### src/rtl/fetch_unit.sv
// fetch_unit: instruction-fetch stage that holds the PC, fetches over a req/ready handshake with wait states, and computes the next PC on retire
//   clk, reset                : core clock, synchronous active-high reset
//   pcsrc, jump, signimm      : controller branch/jump decision and immediate, used only on the retire edge
//   advance                   : core retires the presented instruction
//   imem_req/addr/ready/rdata : instruction memory handshake
//   instr, instr_valid        : presented instruction and its qualifier
//   pc, pcplus4, retired      : current PC, PC + 4, retired-instruction count
module fetch_unit #(
   parameter int WIDTH = 32,
   parameter logic [WIDTH-1:0] RESET_PC = '0
) (
   input  logic             clk,
   input  logic             reset,
   input  logic             pcsrc,
   input  logic             jump,
   input  logic [WIDTH-1:0] signimm,
   input  logic             advance,
   output logic             imem_req,
   output logic [WIDTH-1:0] imem_addr,
   input  logic             imem_ready,
   input  logic [WIDTH-1:0] imem_rdata,
   output logic [WIDTH-1:0] instr,
   output logic             instr_valid,
   output logic [WIDTH-1:0] pc,
   output logic [WIDTH-1:0] pcplus4,
   output logic [WIDTH-1:0] retired
);
   typedef enum logic {FETCH, HOLD} state_t;
   state_t           r_state;
   logic [WIDTH-1:0] r_pc, r_instr, r_retired, w_pcplus4, w_next_pc;
   assign w_pcplus4 = r_pc + WIDTH'(4);
   // jump outranks a taken branch
   assign w_next_pc = jump  ? {w_pcplus4[31:28], r_instr[25:0], 2'b00} :
                      pcsrc ? w_pcplus4 + (signimm << 2) : w_pcplus4;
   always_ff @(posedge clk) begin
      if (reset) begin
         r_state   <= FETCH;
         r_pc      <= RESET_PC;
         r_instr   <= '0;
         r_retired <= '0;
      end else if (r_state == FETCH) begin
         if (imem_ready) begin
            r_instr <= imem_rdata;
            r_state <= HOLD;
         end
      end else if (advance) begin
         r_pc      <= w_next_pc;
         r_retired <= r_retired + WIDTH'(1);
         r_state   <= FETCH;
      end
   end
   assign imem_req    = (r_state == FETCH);
   assign instr_valid = (r_state == HOLD);
   assign imem_addr   = r_pc;
   assign pc          = r_pc;
   assign pcplus4     = w_pcplus4;
   assign instr       = r_instr;
   assign retired     = r_retired;
endmodule
### config.mk
export PLATFORM = sky130hd
export DESIGN_NAME = fetch_unit
export DESIGN_NICKNAME = d
export VERILOG_FILES = /design/src/rtl/fetch_unit.sv
export SDC_FILE = /design/constraint.sdc
export NUM_CORES = 1
export LEC_CHECK = 0
export CELL_PAD_IN_SITES_DETAIL_PLACEMENT = 0
export CELL_PAD_IN_SITES_GLOBAL_PLACEMENT = 2
export CORE_UTILIZATION = 22
export CTS_CLUSTER_DIAMETER = 200
export DETAILED_ROUTE_END_ITERATION = 10
export HOLD_SLACK_MARGIN = 0.08
export PLACE_DENSITY_LB_ADDON = 0.1
export SLEW_MARGIN = 5
export SYNTH_ARGS = -nofsm -noshare
export SYNTH_HDL_FRONTEND = slang
export SYNTH_SLANG_ARGS = --single-unit
### constraint.sdc
create_clock -name clk -period 3.6 [get_ports clk]
set_clock_uncertainty 0.05 [all_clocks]
set_input_delay 0.54 -clock clk [delete_from_list [all_inputs] [get_ports clk]]
set_output_delay 0.54 -clock clk [all_outputs]
set_load 0.02 [all_outputs]
==> results of run 1 <==
-- cell families (layout without fill, tap and decap cells) --
| kind of cell | Yosys count | count (layout) | synth area share |
|---|---|---|---|
| compound gates | 204 | 204 | 0.201 |
| xor+xnor | 77 | 77 | 0.105 |
| fa+ha+maj | 38 | 38 | 0.0754 |
| buf+inv | 87 | 414 | 0.0732 |
| flops | 95 | 95 | 0.297 |
| mux | 8 | 8 | 0.0127 |
| other cells | 1 | 8 | 0.000585 |
| simple gates | 326 | 326 | 0.236 |
-- power breakdown --
group / total [mW] / switching (mW) / leakage (nW) / internal [mW]
combinational: 0.789 / 0.408 / 3.43 / 0.381
clock: 0.996 / 0.420 / 0.149 / 0.576
sequential: 1.12 / 0.0355 / 0.779 / 1.08
total: 2.90 / 0.863 / 4.36 / 2.04
-- Yosys cell counts (2+ instances only) --
| cell type | n |
|---|---|
| nand2_1 | 136 |
| dfxtp_1 | 95 |
| a21oi_1 | 94 |
| nor2_1 | 80 |
| xnor2_1 | 45 |
| ha_1 | 37 |
| buf_4 | 36 |
| clkbuf_1 | 32 |
| xor2_1 | 32 |
| nand3_1 | 25 |
| o21ai_0 | 23 |
| and3_1 | 16 |
| o211ai_1 | 15 |
| inv_1 | 14 |
| nand4_1 | 14 |
| nor3_1 | 14 |
| a21o_1 | 13 |
| nand2b_1 | 9 |
| mux2i_1 | 7 |
| o21bai_1 | 7 |
| or3_1 | 7 |
| a211oi_1 | 6 |
| a31oi_1 | 6 |
| o22ai_1 | 6 |
| and4_1 | 5 |
| and2_1 | 4 |
| a211oi_2 | 3 |
| a21oi_2 | 3 |
| nor2b_1 | 3 |
| o21a_1 | 3 |
| a211o_1 | 2 |
| a22o_1 | 2 |
| a311oi_1 | 2 |
| buf_1 | 2 |
| clkinv_1 | 2 |
| nand3_2 | 2 |
| nor3b_1 | 2 |
| o31a_1 | 2 |
-- tightest hold or removal path: stages, from the launching register on --
cell	delay, ns
dfxtp_1	0.31
nand2_1	0.05
a21oi_1	0.05
-- final timing paths --
kind | from | slack (ns) | depth (start not counted) | to
worst max register to register | imem_addr[3] | -0.09 | 18 | imem_addr[31]
worst min register to register | instr[31] | 0.41 | 2 | instr[31]
worst min-delay path | instr[31] | 0.41 | 2 | instr[31]
worst max-delay path | imem_addr[3] | -0.09 | 18 | imem_addr[31]
-- layout make-up --
cell class | instances | area [um^2] | area share
inverters | 16 | 60.1 | 0.00548
flip-flops and latches | 95 | 1920 | 0.176
multi-input cells | 659 | 4710 | 0.430
clock buffers | 10 | 250 | 0.0228
clock inverters | 5 | 56.3 | 0.00514
well taps | 384 | 480 | 0.0439
repair buffers | 383 | 3470 | 0.317
diodes | 2 | 5.00 | 0.000457
-- registers in the layout (all words and copies together) (netlist names) --
| name | cells |
|---|---|
| instr | 32 |
| instr_valid | 1 |
| imem_addr | 30 |
| retired | 32 |
-- placed cells by master (no fill, tap or decap), types with 9 or more instances in the layout --
cell type and count:
nand2b_1 9, nand4_1 14, o211ai_1 15, dfxtp_2 11, a21o_1 13, o21ai_0 18, inv_1 11, clkbuf_16 10
xnor2_2 13, xor2_1 29, xnor2_1 30, a21oi_2 10, nor2_1 72, dfxtp_1 82, ha_1 29, nor3_1 9
a21oi_1 82, and3_1 14, buf_4 154, nand2_1 131, nand3_1 17, clkdlybuf4s50_1 218
-- repair_timing --
item                       CTS  global route
hold buffers                 0             0
setup endpoints to repair   14            20
pin swaps                   11            49
hold endpoints to repair     0             0
buffers inserted             3            15
gates cloned                 0             0
resized for setup           25            83
-- layer usage --
layer	wire length, um	up-vias	share of wire
met2	11300	141	0.43
met4	212	2	0.0081
met1	13400	3154	0.51
li1	-	3552	-
met3	1320	15	0.050
met5	12	-	0.00046
==> results.json, run 1 <==
{
  "placementRows": 62,
  "relSlewSlack": 0.409,
  "rsz0062_at_grt": "yes",
  "die_y_um": 173,
  "clock_sinks": 95,
  "crit_family": "compound AO/OA/AOI/OAI gates",
  "final_antenna_net_count": 0,
  "final_util": 0.382,
  "drcViolationCount": 0,
  "instances_no_fill": 1554,
  "ys_ff_latch": 95,
  "setup_viol": 1,
  "synth_edf_count": 0,
  "status": "finished with violations",
  "vias_per_cell": 4.42,
  "max-vdd-ir-drop_mv": 0.175,
  "synth.yosys.seq_area_share": 0.297,
  "busiest_layer": "met2",
  "place_ws_ns": -0.208,
  "crit_path_start_kind": "register",
  "finalPower_mw": 2.90,
  "crit_required_ns": 3.77,
  "p_per_area_nw_per_um2": 265,
  "htree_levels": 3,
  "ys_warn_count": 0,
  "cpPeakStageDelay_ns": 0.37,
  "cts_tree": "built",
  "clock_latency_ns": 0.34,
  "initial_core_util": 0.223,
  "syn_area_per_cell_um2": 7.66,
  "timing.critical_path.buf_inv": 3,
  "cts_max_path_buffers": 2,
  "firstDrtPassIters": 4,
  "dp_cells": 1519,
  "grt_pass1_wl_um": 40300,
  "power.leakage_nw": 4.36,
  "cts_buffers": 9,
  "grtUsageTotal": 0.173,
  "layout.nets": 1272,
  "setup_ws_ns": -0.0898,
  "io_pins": 232,
  "async_flop_share": 0,
  "synth-main-ff-cell": "dfxtp_1",
  "hold_violations": 0,
  "whs_ns": 0.408,
  "crit_path_top_delay_cell": "dfxtp_4",
  "place_congestion": 0.827,
  "drv_cap": 0,
  "fmax_mhz": 271,
  "worstMarginPinSlew_ns": 0.884,
  "grt_start_max_net_pins": 65,
  "grt_pass1_vias": 6780,
  "drt_iter0_drc": 286,
  "post-route-min-period_ns": 3.69,
  "grt_use_met1": 0.251,
  "ys_types": 68,
  "yosys-top-cells-area": "dfxtp_1 30%, nand2_1 8.0%, a21oi_1 7.3%",
  "cp-end-kind": "register",
  "path_class": "reg -> reg",
  "die_w_um": 173,
  "cts_root_buf": "clkbuf_16",
  "synth_top_area_frac": 0.297,
  "violations": "negative setup slack",
  "stdcell_area_um2": 11000,
  "yosys.area.top_type": "dfxtp_1",
  "place_area_um2": 9950,
  "met3_usage": 0.0394,
  "holdCritPathClass": "reg -> reg",
  "clkTransAtPathRegs_ns": 0.07,
  "n_fill_cell": 3005,
  "wl_per_cell_um": 16.9,
  "layout-drive-gt1-share": 0.249,
  "antenna_found_initial": 3,
  "port_buffers": 223,
  "critical_path.max_fanout": 4,
  "area_delta_synth_final_pct": 70.9,
  "die_area_um2": 29800,
  "crit_chain": "ha_4, nand3_4, buf_4, buf_4, nor3_4, buf_6, nand3_4, xnor2_4, ha_4, a21o_1, a21oi_1, o21bai_2, a21oi_4, o31ai_4, o31a_1, o211ai_2, mux2i_1, mux2_1",
  "timing.final.max_slew_violations": 0,
  "routed_wirelength_um": 26200,
  "cp.arrival_ns": 3.86,
  "overflow": 0,
  "finalCritPeriodShare": 1.02,
  "netlist_instances": 836,
  "gr-usage-met2": 0.260,
  "finalSetupTns_ns": -0.0898,
  "core_area_um2": 28700,
  "dp_hpwl_um": 20100,
  "vias": 6864,
  "synth_area_um2": 6410
}
(Power assumes the default switching activity.)
==> inputs of run 2 (changes only) <==
--- a/config.mk
+++ b/config.mk
@@ -7,11 +7,13 @@
 export LEC_CHECK = 0
 export CELL_PAD_IN_SITES_DETAIL_PLACEMENT = 0
 export CELL_PAD_IN_SITES_GLOBAL_PLACEMENT = 2
+export CORE_MARGIN = 2
 export CORE_UTILIZATION = 22
 export CTS_CLUSTER_DIAMETER = 200
+export CTS_CLUSTER_SIZE = 24
 export DETAILED_ROUTE_END_ITERATION = 10
 export HOLD_SLACK_MARGIN = 0.08
-export PLACE_DENSITY_LB_ADDON = 0.1
+export PLACE_DENSITY = 0.81
 export SLEW_MARGIN = 5
 export SYNTH_ARGS = -nofsm -noshare
 export SYNTH_HDL_FRONTEND = slang
==> run 2 against run 1 <==
The run still ends with negative setup slack left. Critical path type unchanged. Non-clock buffer count down 29. Sequential share of layout area up 0.80 points. Final cell count down 1.9%. Critical path depth down 2. Final area down 4.3%. Largest power group unchanged. Combinational power down 6.1%.
==> results.json, run 2 (same netlist as run 1, synthesis figures left out) <==
{
  "holdCritPathClass": "reg -> reg",
  "port_buffers": 223,
  "min_from": "instr[30]",
  "finalSetupTns_ns": -0.254,
  "overflow": 0,
  "crit_required_ns": 3.79,
  "crit_path_start_kind": "register",
  "routed_wirelength_um": 24300,
  "initial_core_util": 0.223,
  "area_delta_synth_final_pct": 63.5,
  "firstDrtPassIters": 5,
  "grt_start_max_net_pins": 63,
  "grtUsageTotal": 0.154,
  "drv_cap": 0,
  "hold_violations": 0,
  "cp.arrival_ns": 4.00,
  "cp-end-kind": "register",
  "power.leakage_nw": 4.19,
  "post-route-min-period_ns": 3.81,
  "worstMarginPinSlew_ns": 0.695,
  "multi_input_area_um2": 4510,
  "rrSetupSlack_ns": -0.21,
  "place_congestion": 0.802,
  "relSlewSlack": 0.537,
  "rsz0062_at_grt": "yes",
  "htree_levels": 3,
  "r2r-end": "imem_addr[31]",
  "cts_buffers": 9,
  "p_per_area_nw_per_um2": 265,
  "setup_ws_ns": -0.211,
  "regArea_um2": 1920,
  "clock_sinks": 95,
  "die_area_um2": 30500,
  "setup_viol": 2,
  "dp_hpwl_um": 18900,
  "antenna_found_initial": 4,
  "die_w_um": 175,
  "cts_tree": "built",
  "fmax_mhz": 262,
  "cts.hold.buffers_added": 0,
  "die_y_um": 175,
  "final_common_cell": "clkdlybuf4s50_1",
  "n_fill_cell": 3017,
  "violations": "negative setup slack",
  "final_antenna_net_count": 0,
  "path_class": "reg -> reg",
  "wl_per_cell_um": 16.0,
  "layout-drive-gt1-share": 0.210,
  "max-vdd-ir-drop_mv": 0.175,
  "stdcell_area_um2": 10500,
  "cts_max_path_buffers": 2,
  "cts_root_buf": "clkbuf_16",
  "layout.nets": 1243,
  "critical_path.max_fanout": 5,
  "final_util": 0.365,
  "hold_end": "instr[30]",
  "place_area_um2": 9760,
  "place_ws_ns": -0.148,
  "drcViolationCount": 0,
  "vias": 6821,
  "grt_pass1_vias": 6512,
  "status": "finished with violations",
  "finalCritPeriodShare": 1.06,
  "placementRows": 62,
  "vias_per_cell": 4.47,
  "r2r_start": "imem_addr[2]",
  "timing.final.max_slew_violations": 0,
  "clock_latency_ns": 0.35,
  "drt_iter0_drc": 336,
  "core_area_um2": 28700,
  "rr_worst_depth": 16,
  "io_pins": 232,
  "worstHoldPathCells": 2,
  "grt_pass1_wl_um": 36800,
  "clkTransAtPathRegs_ns": 0.08,
  "final_cell_mix": "216 x clkdlybuf4s50_1, 133 x nand2_1, 131 x buf_4, 85 x a21oi_1, 82 x dfxtp_1"
}
==> run 2: worst max-delay path by stage <==
| stage | from | to | slack, ns | cells after the start |
|---|---|---|---|---|
| after floorplan | imem_addr[2] | imem_addr[31] | -0.15 | 19 |
| after global placement | imem_addr[3] | imem_addr[31] | -0.09 | 17 |
| after detailed placement | imem_addr[3] | imem_addr[31] | -0.15 | 17 |
| after CTS | imem_addr[15] | imem_addr[31] | -0.12 | 17 |
| after global routing | imem_addr[2] | imem_addr[31] | -0.40 | 18 |
| final | imem_addr[2] | imem_addr[31] | -0.21 | 16 |
==> run 2: area by class of cell <==
cell class,count,share of cell area
flip-flops and latches,95,0.184
repair buffers,354,0.308
clock inverters,6,0.00418
diodes,1,0.000239
multi-input cells,659,0.431
inverters,16,0.00573
clock buffers,10,0.0219
well taps,384,0.0459
==> run 2: report_power, final <==
group	total [mW]	leakage, nW	internal (mW)	switching (mW)
clock	0.915	0.133	0.473	0.442
combinational	0.741	3.27	0.352	0.388
sequential	1.12	0.779	1.08	0.0322
==> run 2: metal layers <==
metal	part of all wire	track usage	wire length, um	up-vias
li1	-	-	-	3488
met1	0.47	0.208	11400	3160
met2	0.45	0.242	11100	146
met3	0.059	0.0363	1440	23
met4	0.018	0.0476	434	4
met5	0.0012	0	29	-
==> run 2: timing repair <==
action | CTS | global route
endpoints found under the setup margin | 9 | 20
pin swaps | 3 | 43
buffers inserted | 0 | 12
resized for setup | 11 | 55
endpoints found under the hold margin | 0 | 0
==> run 2: stage by stage <==
stage / power, mW / hold slack [ns] / std cells
floorplan: 1.51 / 0.463 / 841
global placement: 1.85 / 0.397 / 1496
detailed placement: 1.85 / 0.400 / 1496
CTS: 2.78 / 0.410 / 1512
global route: 2.91 / 0.427 / 1524
finish: 2.77 / 0.404 / 1525
==> run 2: worst max-delay path, cell delays in order, from the launching register on <==
cell and delay [ns]:
dfxtp_4 0.37, ha_4 0.15, nand3_4 0.10, nor2_4 0.12
nand3_4 0.10, nor3_4 0.22, buf_4 0.14, nand3_2 0.13
xnor2_2 0.19, ha_1 0.37, a21o_2 0.25, a211oi_2 0.29
o31ai_4 0.14, o31a_1 0.31, o211ai_2 0.21, mux2i_1 0.22
mux2_1 0.33
